`src/rtl/uart_rx.sv`:
```
// uart_rx: serial receiver for 8-bit frames (start, 8 data LSB first,
// optional parity, stop) with parity/framing checks and a valid/ready
// output handshake with sticky overrun detection.
//
// Ports:
//   clk, rst_n          clock; synchronous active-low reset
//   rx                  serial line, idles high, same clock domain as sender
//   parity_en           1 = parity bit follows data (latched per frame)
//   even_parity         parity select (latched per frame)
//   data_out            received byte
//   rx_valid            data_out and error flags valid, held until accepted
//   rx_ready            downstream accept
//   parity_err          parity mismatch for byte on data_out
//   frame_err           stop bit sampled 0 for byte on data_out
//   overrun             sticky, frame completed while rx_valid pending
//   rx_busy             high in every state except IDLE
module uart_rx #(
  parameter int unsigned CLKS_PER_BIT = 1
) (
  input  logic       clk,
  input  logic       rst_n,
  input  logic       rx,
  input  logic       parity_en,
  input  logic       even_parity,
  output logic [7:0] data_out,
  output logic       rx_valid,
  input  logic       rx_ready,
  output logic       parity_err,
  output logic       frame_err,
  output logic       overrun,
  output logic       rx_busy
);

  localparam int unsigned CNT_W    = (CLKS_PER_BIT > 1) ? $clog2(CLKS_PER_BIT) : 1;
  localparam int unsigned BIT_MAX  = CLKS_PER_BIT - 1;
  localparam int unsigned HALF_MAX = (CLKS_PER_BIT >= 2) ? (CLKS_PER_BIT / 2) - 1 : 0;

  typedef enum logic [2:0] {
    ST_BREAK  = 3'd0,
    ST_IDLE   = 3'd1,
    ST_START  = 3'd2,
    ST_DATA   = 3'd3,
    ST_PARITY = 3'd4,
    ST_STOP   = 3'd5
  } state_t;

  state_t             state_q, state_d;
  logic [CNT_W-1:0]   cnt_q, cnt_d;
  logic [2:0]         bit_q, bit_d;
  logic [7:0]         shift_q, shift_d;
  logic               par_en_q, par_en_d;
  logic               even_q, even_d;
  logic               frame_perr_q, frame_perr_d;
  logic [7:0]         data_q, data_d;
  logic               valid_q, valid_d;
  logic               perr_q, perr_d;
  logic               ferr_q, ferr_d;
  logic               ovr_q, ovr_d;
  logic               busy_q, busy_d;

  logic               tick;
  logic               half_tick;
  logic               accept;
  logic               exp_par;

  // Bit-period timing: tick marks a mid-bit sample once aligned by START.
  assign tick      = (cnt_q == CNT_W'(BIT_MAX));
  assign half_tick = (cnt_q == CNT_W'(HALF_MAX));
  assign accept    = valid_q & rx_ready;
  assign exp_par   = even_q ? ~^shift_q : ^shift_q;

  // Next-state, datapath and output-register update logic.
  always_comb begin
    state_d      = state_q;
    cnt_d        = cnt_q;
    bit_d        = bit_q;
    shift_d      = shift_q;
    par_en_d     = par_en_q;
    even_d       = even_q;
    frame_perr_d = frame_perr_q;
    data_d       = data_q;
    valid_d      = valid_q;
    perr_d       = perr_q;
    ferr_d       = ferr_q;
    ovr_d        = ovr_q;
    busy_d       = (state_q != ST_IDLE);

    if (accept) begin
      valid_d = 1'b0;
    end

    case (state_q)
      ST_BREAK: begin
        // Line must return high before any start bit is honoured.
        if (rx) begin
          state_d = ST_IDLE;
        end
      end

      ST_IDLE: begin
        if (!rx) begin
          par_en_d     = parity_en;
          even_d       = even_parity;
          frame_perr_d = 1'b0;
          cnt_d        = '0;
          bit_d        = 3'd0;
          // At one clock per bit the detection edge is the start sample.
          if (CLKS_PER_BIT == 1) begin
            state_d = ST_DATA;
          end else begin
            state_d = ST_START;
          end
        end
      end

      ST_START: begin
        if (half_tick) begin
          cnt_d   = '0;
          state_d = rx ? ST_IDLE : ST_DATA;
        end else begin
          cnt_d = cnt_q + CNT_W'(1);
        end
      end

      ST_DATA: begin
        if (tick) begin
          cnt_d   = '0;
          shift_d = {rx, shift_q[7:1]};
          bit_d   = bit_q + 3'd1;
          if (bit_q == 3'd7) begin
            state_d = par_en_q ? ST_PARITY : ST_STOP;
          end
        end else begin
          cnt_d = cnt_q + CNT_W'(1);
        end
      end

      ST_PARITY: begin
        if (tick) begin
          cnt_d        = '0;
          frame_perr_d = (rx != exp_par);
          state_d      = ST_STOP;
        end else begin
          cnt_d = cnt_q + CNT_W'(1);
        end
      end

      ST_STOP: begin
        if (tick) begin
          cnt_d = '0;
          // Load only if the output slot is free or being freed this edge.
          if (!valid_q || accept) begin
            data_d  = shift_q;
            perr_d  = frame_perr_q;
            ferr_d  = ~rx;
            valid_d = 1'b1;
          end else begin
            ovr_d = 1'b1;
          end
          state_d = rx ? ST_IDLE : ST_BREAK;
        end else begin
          cnt_d = cnt_q + CNT_W'(1);
        end
      end

      default: begin
        state_d = ST_BREAK;
      end
    endcase
  end

  // State and output registers.
  always_ff @(posedge clk) begin
    if (!rst_n) begin
      state_q      <= ST_BREAK;
      cnt_q        <= '0;
      bit_q        <= 3'd0;
      shift_q      <= 8'h00;
      par_en_q     <= 1'b0;
      even_q       <= 1'b0;
      frame_perr_q <= 1'b0;
      data_q       <= 8'h00;
      valid_q      <= 1'b0;
      perr_q       <= 1'b0;
      ferr_q       <= 1'b0;
      ovr_q        <= 1'b0;
      busy_q       <= 1'b0;
    end else begin
      state_q      <= state_d;
      cnt_q        <= cnt_d;
      bit_q        <= bit_d;
      shift_q      <= shift_d;
      par_en_q     <= par_en_d;
      even_q       <= even_d;
      frame_perr_q <= frame_perr_d;
      data_q       <= data_d;
      valid_q      <= valid_d;
      perr_q       <= perr_d;
      ferr_q       <= ferr_d;
      ovr_q        <= ovr_d;
      busy_q       <= busy_d;
    end
  end

  assign data_out   = data_q;
  assign rx_valid   = valid_q;
  assign parity_err = perr_q;
  assign frame_err  = ferr_q;
  assign overrun    = ovr_q;
  assign rx_busy    = busy_q;

endmodule

```
`config.mk`:
```
export PLATFORM = sky130hd
export DESIGN_NAME = uart_rx
export DESIGN_NICKNAME = d
export VERILOG_FILES = /design/src/rtl/uart_rx.sv
export SDC_FILE = /design/constraint.sdc
export NUM_CORES = 1
export LEC_CHECK = 0
export ABC_CLOCK_PERIOD_IN_PS = 2400
export CORE_MARGIN = 2
export CORE_UTILIZATION = 57
export DETAILED_ROUTE_END_ITERATION = 7
export HOLD_SLACK_MARGIN = 0.1
export PLACE_DENSITY = 0.83
export SYNTH_ARGS = -nofsm -noshare
export SYNTH_HDL_FRONTEND = slang
export SYNTH_SLANG_ARGS = --single-unit
```
`constraint.sdc`:
```
create_clock -name clk -period 2.4 [get_ports clk]
set_clock_uncertainty 0.15 [all_clocks]
set_input_delay 0.48 -clock clk [delete_from_list [all_inputs] [get_ports clk]]
set_output_delay 0.48 -clock clk [all_outputs]
set_load 0.005 [all_outputs]
```
## After elaboration in Yosys (flattened, before gate mapping)

Cells that the tools add are included.

| cells by class | value |
|---|---|
| add/subtract/negate cells | 2 |
| eq/ne operators | 15 |
| muxes and demuxes | 24 |
| bitwise operators | 4 |
| reductions and logical operators | 17 |

Operators by type and width:

| kind | number |
|---|---|
| $mux W3 | 9 |
| $pmux W3 S6 | 1 |
| $ne A2 B2 Y1 const B | 7 |
| $reduce_and A3 Y1 | 4 |
| $mux W1 | 10 |
| $eq A3 B3 Y1 const B | 3 |
| $reduce_xnor A8 Y1 | 1 |
| $reduce_xor A8 Y1 | 1 |
| $reduce_and A7 Y1 | 1 |
| $eq A3 B2 Y1 const B | 2 |
| $pmux W3 S2 | 1 |
| $reduce_and A2 Y1 | 3 |
| $reduce_bool A2 Y1 | 3 |
| $pmux W1 S2 | 2 |
| $reduce_or A4 Y1 | 1 |
| $add A3 B1 Y3 const B | 1 |
| $eq A3 B1 Y1 const B | 1 |
| $logic_not A3 Y1 | 1 |
| $ne A3 B1 Y1 const B | 1 |
| $not A1 Y1 | 3 |
| $mux W2 | 1 |
| $add A1 B1 Y1 const B | 1 |
| $and A1 B1 Y1 | 1 |
| $logic_not A1 Y1 | 1 |
| other kinds (2) | 2 |

| word-level totals | value |
|---|---|
| register bits | 31 |
| bits of input ports | 6 |
| output and inout bits | 13 |
| logic and storage cells | 75 |

## Depth between registers and ports, before layout

Gate-level depths: netlist of the first run.

| logic depth | value |
|---|---|
| word-level depth | 5 |
| gate-level depth with buffers | 6 |
| mapped depth without buffers | 5 |

## Worst setup path before layout of the first run

OpenSTA, ideal clock, no wires.

| timing path | value |
|---|---|
| path kind | input -> register |
| start point | in rx |
| end point | reg frame_perr_q |
| setup time | 0.126 ns |
| arrival | 1.272 ns |
| required time | 2.124 ns |
| slack | 0.851 ns |
| stages on the path | 5 |
| buffers on the path | 1 |
| path through | buf_2 xnor2_2 xnor3_1 nand4_1 o211ai_1 |

| between the ends | value |
|---|---|
| longest elaborated chain between the ends | 3 |
| elaborated cells between the ends (all ways) | 5 |
| those cells by class | eq/ne (2); mux (2); reduce/logical (1) |

Ends and longest elaborated chain:

| item | RTL line | text |
|---|---|---|
| from (decl) | 22 | `input logic rx,` |
| $ne A1 B1 Y1 | 141 | `frame_perr_d = (rx != exp_par);` |
| $mux W1 | 139 | `if (tick) begin` |
| $pmux W1 S2 | 92 | `case (state_q)` |
| to (signal assigned) | 195 | `frame_perr_q <= frame_perr_d;` |
| to (decl) | 53 | `logic frame_perr_q, frame_perr_d;` |

Parallel ways exist; a longest one is shown, timed or not. The select of a mux whose other input is x is not followed.
A chain may end at the register's enable or synchronous reset.

## Worst setup path after layout of the first run

Same ends and word-level chain as after synthesis.

==> impl_metrics.toml, run 1 <==
[final_layout]
drive_gt1_share_pct = 9.868
nets = 159
syn_to_final_growth_pct = 16.48
final_cell_area_mm2 = 0.001574
diodes = 0
n_fill_cell = 188

[route]
final_antenna_net_count = 0
routed_wl_um = 2340
drc_errors = 0
drtPass1Iterations = 4
vias = 936
vias_per_cell = 5.200
wl_per_cell_um = 13.00
initialDrtViolationCount = 16

[worst_setup_path]
crit_fanout = 8
cp-start-kind = "input pin"
critPathLaunch = "rx"
required_ps = 2450
r2r_start = "state_q[1]"
crit_path_end_kind = "flop"
crit_type = "in -> reg"
arrival_ps = 1880

[sta]
final-setup-viol-count = 0
finalMaxSlewViolations = 0
relSlewSlack_pct = 69.61
finalHoldViolations = 0
finalCriticalPeriod_ps = 1824
fmax_mhz = 548.1
holdWs_ps = 318.8
finalSetupTns_ps = 0
rsz0062_at_grt = "false"
finalCritPeriodShare_pct = 76.02
worst_pin_slew_ps = 455.3

[synthesis]
ys_ff_latch = 30
ys.warnings.count = 0
synth_flop_cell = "dfxtp_1"
ys_types = 38
synth_edf_count = 0
synth_fp_nets = 141
synth_cells = 133
synthTopCellsByArea = "dfxtp_1, mux2i_1, nor2b_1, nand2_1, a21boi_0"
synth_area_mm2 = 0.001351
yosysMostFrequentCell = "dfxtp_1"
yosysTopAreaCellShare_pct = 44.44
yosysTopAreaCell = "dfxtp_1"
ys_seq_area_share_pct = 44.44
synth_top_cells_by_count = "dfxtp_1, nand2_1, nor2b_1"
syn_area_per_cell_um2 = 10.16
synth-async-reset-ratio_pct = 0

[grt]
grt_use_total_pct = 20.82
grt_pass1_vias = 934
grtUsageMet1_pct = 22.12
use_met3_pct = 7.429
grt_use_met2_pct = 36.04
antenna_found_initial = 0
grt_start_max_net_pins = 33
grt_busiest_layer = "met2"
grt_pass1_wl_um = 4071
grt-ovfl-total = 0

[placed_design]
port_buffers = 18
placed_cell_area_mm2 = 0.001514
finalWeightedCongestion = 0.7092
place_hpwl_um = 1657

[clock_tree]
cts_buffer_depth = 2
cts_root_buf = "clkbuf_4"
clock-sinks = 30
cts_hold_buf = 0
post_cts_resized = 0
cts_tree = "built"
cts_max_level = 2
worstSkewPairLatency_ps = 320
cts_buffers = 5
clk_pin_slew_ps = 90
cts_setup_buffers = 0

[power]
power_leakage_nw = 0.5585
powerDensity_mw_per_mm2 = 555.4
power_frac_clock_pct = 34.6
swShare_pct = 22.46
pwr-share-comb_pct = 6.6
p_int_mw = 0.6779
ir_drop_uv = 433.2
seq_power_share_pct = 58.7
switchingPower_mw = 0.1964

[die]
die_w_um = 52.69
core-area_mm2 = 0.002233
dieArea_mm2 = 0.002776
io_pins = 19
start_util_pct = 60.50
placementRows = 17
fp.dieH_um = 52.69

[job]
max_cap_violations = 0

[hold_path]
hold_class = "reg -> reg"
min_from = "overrun"

[status]
status = "finished, final reports clean"
==> kinds of logic (layout without fill, tap and decap cells) <==
family          count (synthesis)  after routing  share of synthesized area, %
flops                          30             30                         44.44
compound gates                 22             22                         12.04
fa+ha+maj                       2              2                         1.852
mux                            11             11                         8.148
xor+xnor                        7              7                         6.111
buf+inv                         9             28                         4.722
simple gates                   52             52                         22.69
==> worst paths after layout <==
| check | endpoint | slack [ps] | cells past startpoint |
|---|---|---|---|
| setup / recovery | frame_perr_q | 580 | 5 |
| hold / removal | overrun | 320 | 1 |
| setup reg to reg | data_out[2] | 780 | 4 |
| hold reg to reg | overrun | 320 | 1 |
==> routing by layer <==
metal | routed length (um) | vias to the layer above | share of wire [%]
li1 | - | 488 | -
met1 | 1070 | 430 | 46
met2 | 1145 | 14 | 49
met3 | 92 | 4 | 3.9
met4 | 31 | 0 | 1.3
met5 | 0 | - | 0
==> placed cells by master, fill, tap and decap left out, types with 2 or more instances in the layout <==
cell and n:
a21boi_0 10, a22oi_1 2, clkbuf_4 5, clkdlybuf4s50_1 18
dfxtp_1 30, ha_1 2, mux2i_1 11, nand2_1 21
nand3_1 2, nor2_1 3, nor2b_1 13, nor2b_4 2
nor3b_1 2, o21ai_0 2, xnor2_1 5
==> state kept, by name, summed over array words and instances, names as in the netlist <==
signal        flops
frame_perr_q      1
shift_q           8
parity_err        1
data_out          8
rx_valid          1
bit_q             3
overrun           1
par_en_q          1
even_q            1
rx_busy           1
state_q           3
frame_err         1
==> power by group through the flow <==
stage	registers (mW)	clock network, mW	logic (mW)
final	0.514	0.303	0.0580
after global routing	0.515	0.332	0.0633
after CTS	0.513	0.313	0.0583
after detailed placement	0.525	0	0.0581
after global placement	0.524	0	0.0556
after floorplan	0.518	0	0.0479
==> critical path: stages <==
cell,delay (ps)
clkdlybuf4s50_1,670
xnor2_2,160
xnor3_1,350
nand4_1,120
o211ai_1,90
==> metrics by stage <==
step | util, % | cells | power [mW] | worst slack, ps
after CTS | 70.48 | 180 | 0.8845 | 573.3
after floorplan | - | 133 | 0.5662 | 851.2
final | 70.48 | 180 | 0.8742 | 575.6
after global routing | 70.48 | 180 | 0.9103 | 489.6
after detailed placement | 67.79 | 172 | 0.5831 | 238.1
after global placement | 67.79 | 172 | 0.5798 | 330.3
==> cell type report <==
cell class,instances,area (um2),area share [%]
inverters,1,3.754,0.2385
multi-input cells,94,686.9,43.64
repair buffers,19,187.7,11.92
well taps,28,35.03,2.226
clock buffers,7,55.05,3.498
flip-flops and latches,30,600.6,38.16
clock inverters,1,5.005,0.3180
(Power assumes the default switching activity.)
==> run 2, diff against run 1 <==
==> config.mk (replaced) <==
export PLATFORM = sky130hd
export DESIGN_NAME = uart_rx
export DESIGN_NICKNAME = d
export VERILOG_FILES = /design/src/rtl/uart_rx.sv
export SDC_FILE = /design/constraint.sdc
export NUM_CORES = 1
export LEC_CHECK = 0
export ABC_CLOCK_PERIOD_IN_PS = 1500
export CORE_MARGIN = 2
export CORE_UTILIZATION = 47
export DETAILED_ROUTE_END_ITERATION = 7
export HOLD_SLACK_MARGIN = 0.1
export PLACE_DENSITY = 0.73
export SYNTH_ARGS = -nofsm -noshare
export SYNTH_HDL_FRONTEND = slang
export SYNTH_SLANG_ARGS = --single-unit
==> constraint.sdc (replaced) <==
create_clock -name clk -period 1.5 [get_ports clk]
set_clock_uncertainty 0.15 [all_clocks]
set_input_delay 0.3 -clock clk [delete_from_list [all_inputs] [get_ports clk]]
set_output_delay 0.3 -clock clk [all_outputs]
set_load 0.005 [all_outputs]
==> run 2 against run 1 <==
  * Worst hold slack hardly changed
  * Die area is 20% higher
  * Non-clock buffer count is 9 higher
  * Global-route usage is 2.9 points lower
  * Sequential power is 58% higher
  * Clock power is 44% higher
  * Routed wire length is 9.8% higher
  * Utilization is 9.7 points lower
  * Clock-buffer cell count is 2 lower
  * Cell count is 6.1% higher
  * Power is 56% higher
  * Design area is 5.6% higher
  * Critical path type unchanged
  * Critical endpoint unchanged
  * Largest power group unchanged
  * Highest routed layer unchanged
==> impl_metrics.toml, run 2 (synthesis results as in run 1) <==
[status]
status = "finished, final reports clean"

[die]
core-area_mm2 = 0.002734
placementRows = 19
fp.dieH_um = 57.62
die_w_um = 57.62
dieArea_mm2 = 0.003320
io_pins = 19
start_util_pct = 49.43

[sta]
fmax_mhz = 688.3
finalMaxSlewViolations = 0
rsz0062_at_grt = "false"
finalCriticalPeriod_ps = 1453
worst_pin_slew_ps = 322.3
finalCritPeriodShare_pct = 96.86
finalHoldViolations = 0
fin_ws_ps = 47.13
final-setup-viol-count = 0
relSlewSlack_pct = 78.42

[clock_tree]
cts_tree = "built"
worstSkewPairLatency_ps = 320
cts_buffers = 5
cts_buffer_depth = 2
cts_max_level = 2
clk_pin_slew_ps = 100
clock-sinks = 30
cts_setup_buffers = 0
cts_root_buf = "clkbuf_4"
cts_hold_buf = 0

[worst_setup_path]
crit_fanout = 2
required_ps = 1550
crit_path_end_kind = "flop"
crit_type = "in -> reg"
cp-start-kind = "input pin"
arrival_ps = 1510

[power]
power_leakage_nw = 0.6734
power_mw = 1.365
powerDensity_mw_per_mm2 = 821.3
ir_drop_uv = 688.7

[placed_design]
placedCellCount = 184
finalWeightedCongestion = 0.7469
placed_cell_area_mm2 = 0.001610
place_hpwl_um = 1877
port_buffers = 18
place_ws_ps = -296.0

[final_layout]
drive_gt1_share_pct = 21.88
multi_input_area_um2 = 694.4
diodes = 0
final_core_util_pct = 60.78
syn_to_final_growth_pct = 22.96
layout_commonest_cell = "nand2_1"
n_fill_cell = 245
final-seq-area_um2 = 613.1
nets = 168
final_cell_area_mm2 = 0.001662
stdcell_count = 191
mostFrequentLayoutCells = "nand2_1, dfxtp_1, nor2b_1, dlygate4sd2_1, mux2i_1"

[grt]
grt-ovfl-total = 0
grt_start_max_net_pins = 18
grt_pass1_wl_um = 4457
grt_use_total_pct = 17.93
antenna_found_initial = 0
grt_pass1_vias = 989

[job]
max_cap_violations = 0

[route]
drtPass1Iterations = 4
vias = 986
drc_errors = 0
routed_wl_um = 2570
initialDrtViolationCount = 13
vias_per_cell = 5.162
wl_per_cell_um = 13.46
final_antenna_net_count = 0

[hold_path]
hold_class = "reg -> reg"
[run 2: final cells by class]
cell class | instances | area share, %
multi-input cells | 94 | 41.79
flip-flops and latches | 30 | 36.90
repair buffers | 28 | 15.89
well taps | 31 | 2.334
clock buffers | 5 | 2.259
clock inverters | 2 | 0.6024
inverters | 1 | 0.2259
[run 2: report_power, final]
part	internal [mW]	switching, mW	total, mW
Sequential	0.806	0.00738	0.813
Combinational	0.0647	0.0515	0.116
Clock	0.168	0.267	0.436
Total	1.04	0.326	1.36
[run 2: final timing paths]
path / start / to / slack, ps / depth (start not counted)
max: rx / frame_perr_q / 50 / 5
min reg2reg: overrun / overrun / 320 / 1
min: overrun / overrun / 320 / 1
max reg2reg: shift_q[6] / frame_perr_q / 50 / 4
[run 2: layer usage]
metal	track usage (%)	share of wire [%]	vias to the layer above
met5	0	0	-
met4	6.977	1.5	0
met3	7.366	4.6	5
met2	28.90	49	18
met1	21.37	45	458
li1	-	-	505
[run 2: repair_timing]
| action | CTS | global route |
|---|---|---|
| cloned | 0 | 0 |
| gates resized for setup | 23 | 2 |
| endpoints found under the setup margin | 14 | 4 |
| hold endpoints to repair | 0 | 0 |
| pin swaps | 2 | 1 |
[run 2: worst max-delay path, stage by stage]
cell and delay [ps]:
clkdlybuf4s50_1 520, xnor2_2 130, xnor3_1 350, nand4_1 110, o211ai_1 90
[run 2: metrics by stage]
step / setup TNS (ps) / hold WS (ps)
2_1_floorplan: 0 / 293.6
3_3_place_gp: -3229 / 300.3
3_5_place_dp: -3564 / 316.4
4_1_cts: 0 / 329.5
5_1_grt: 0 / 350.9
6_report: 0 / 319.1
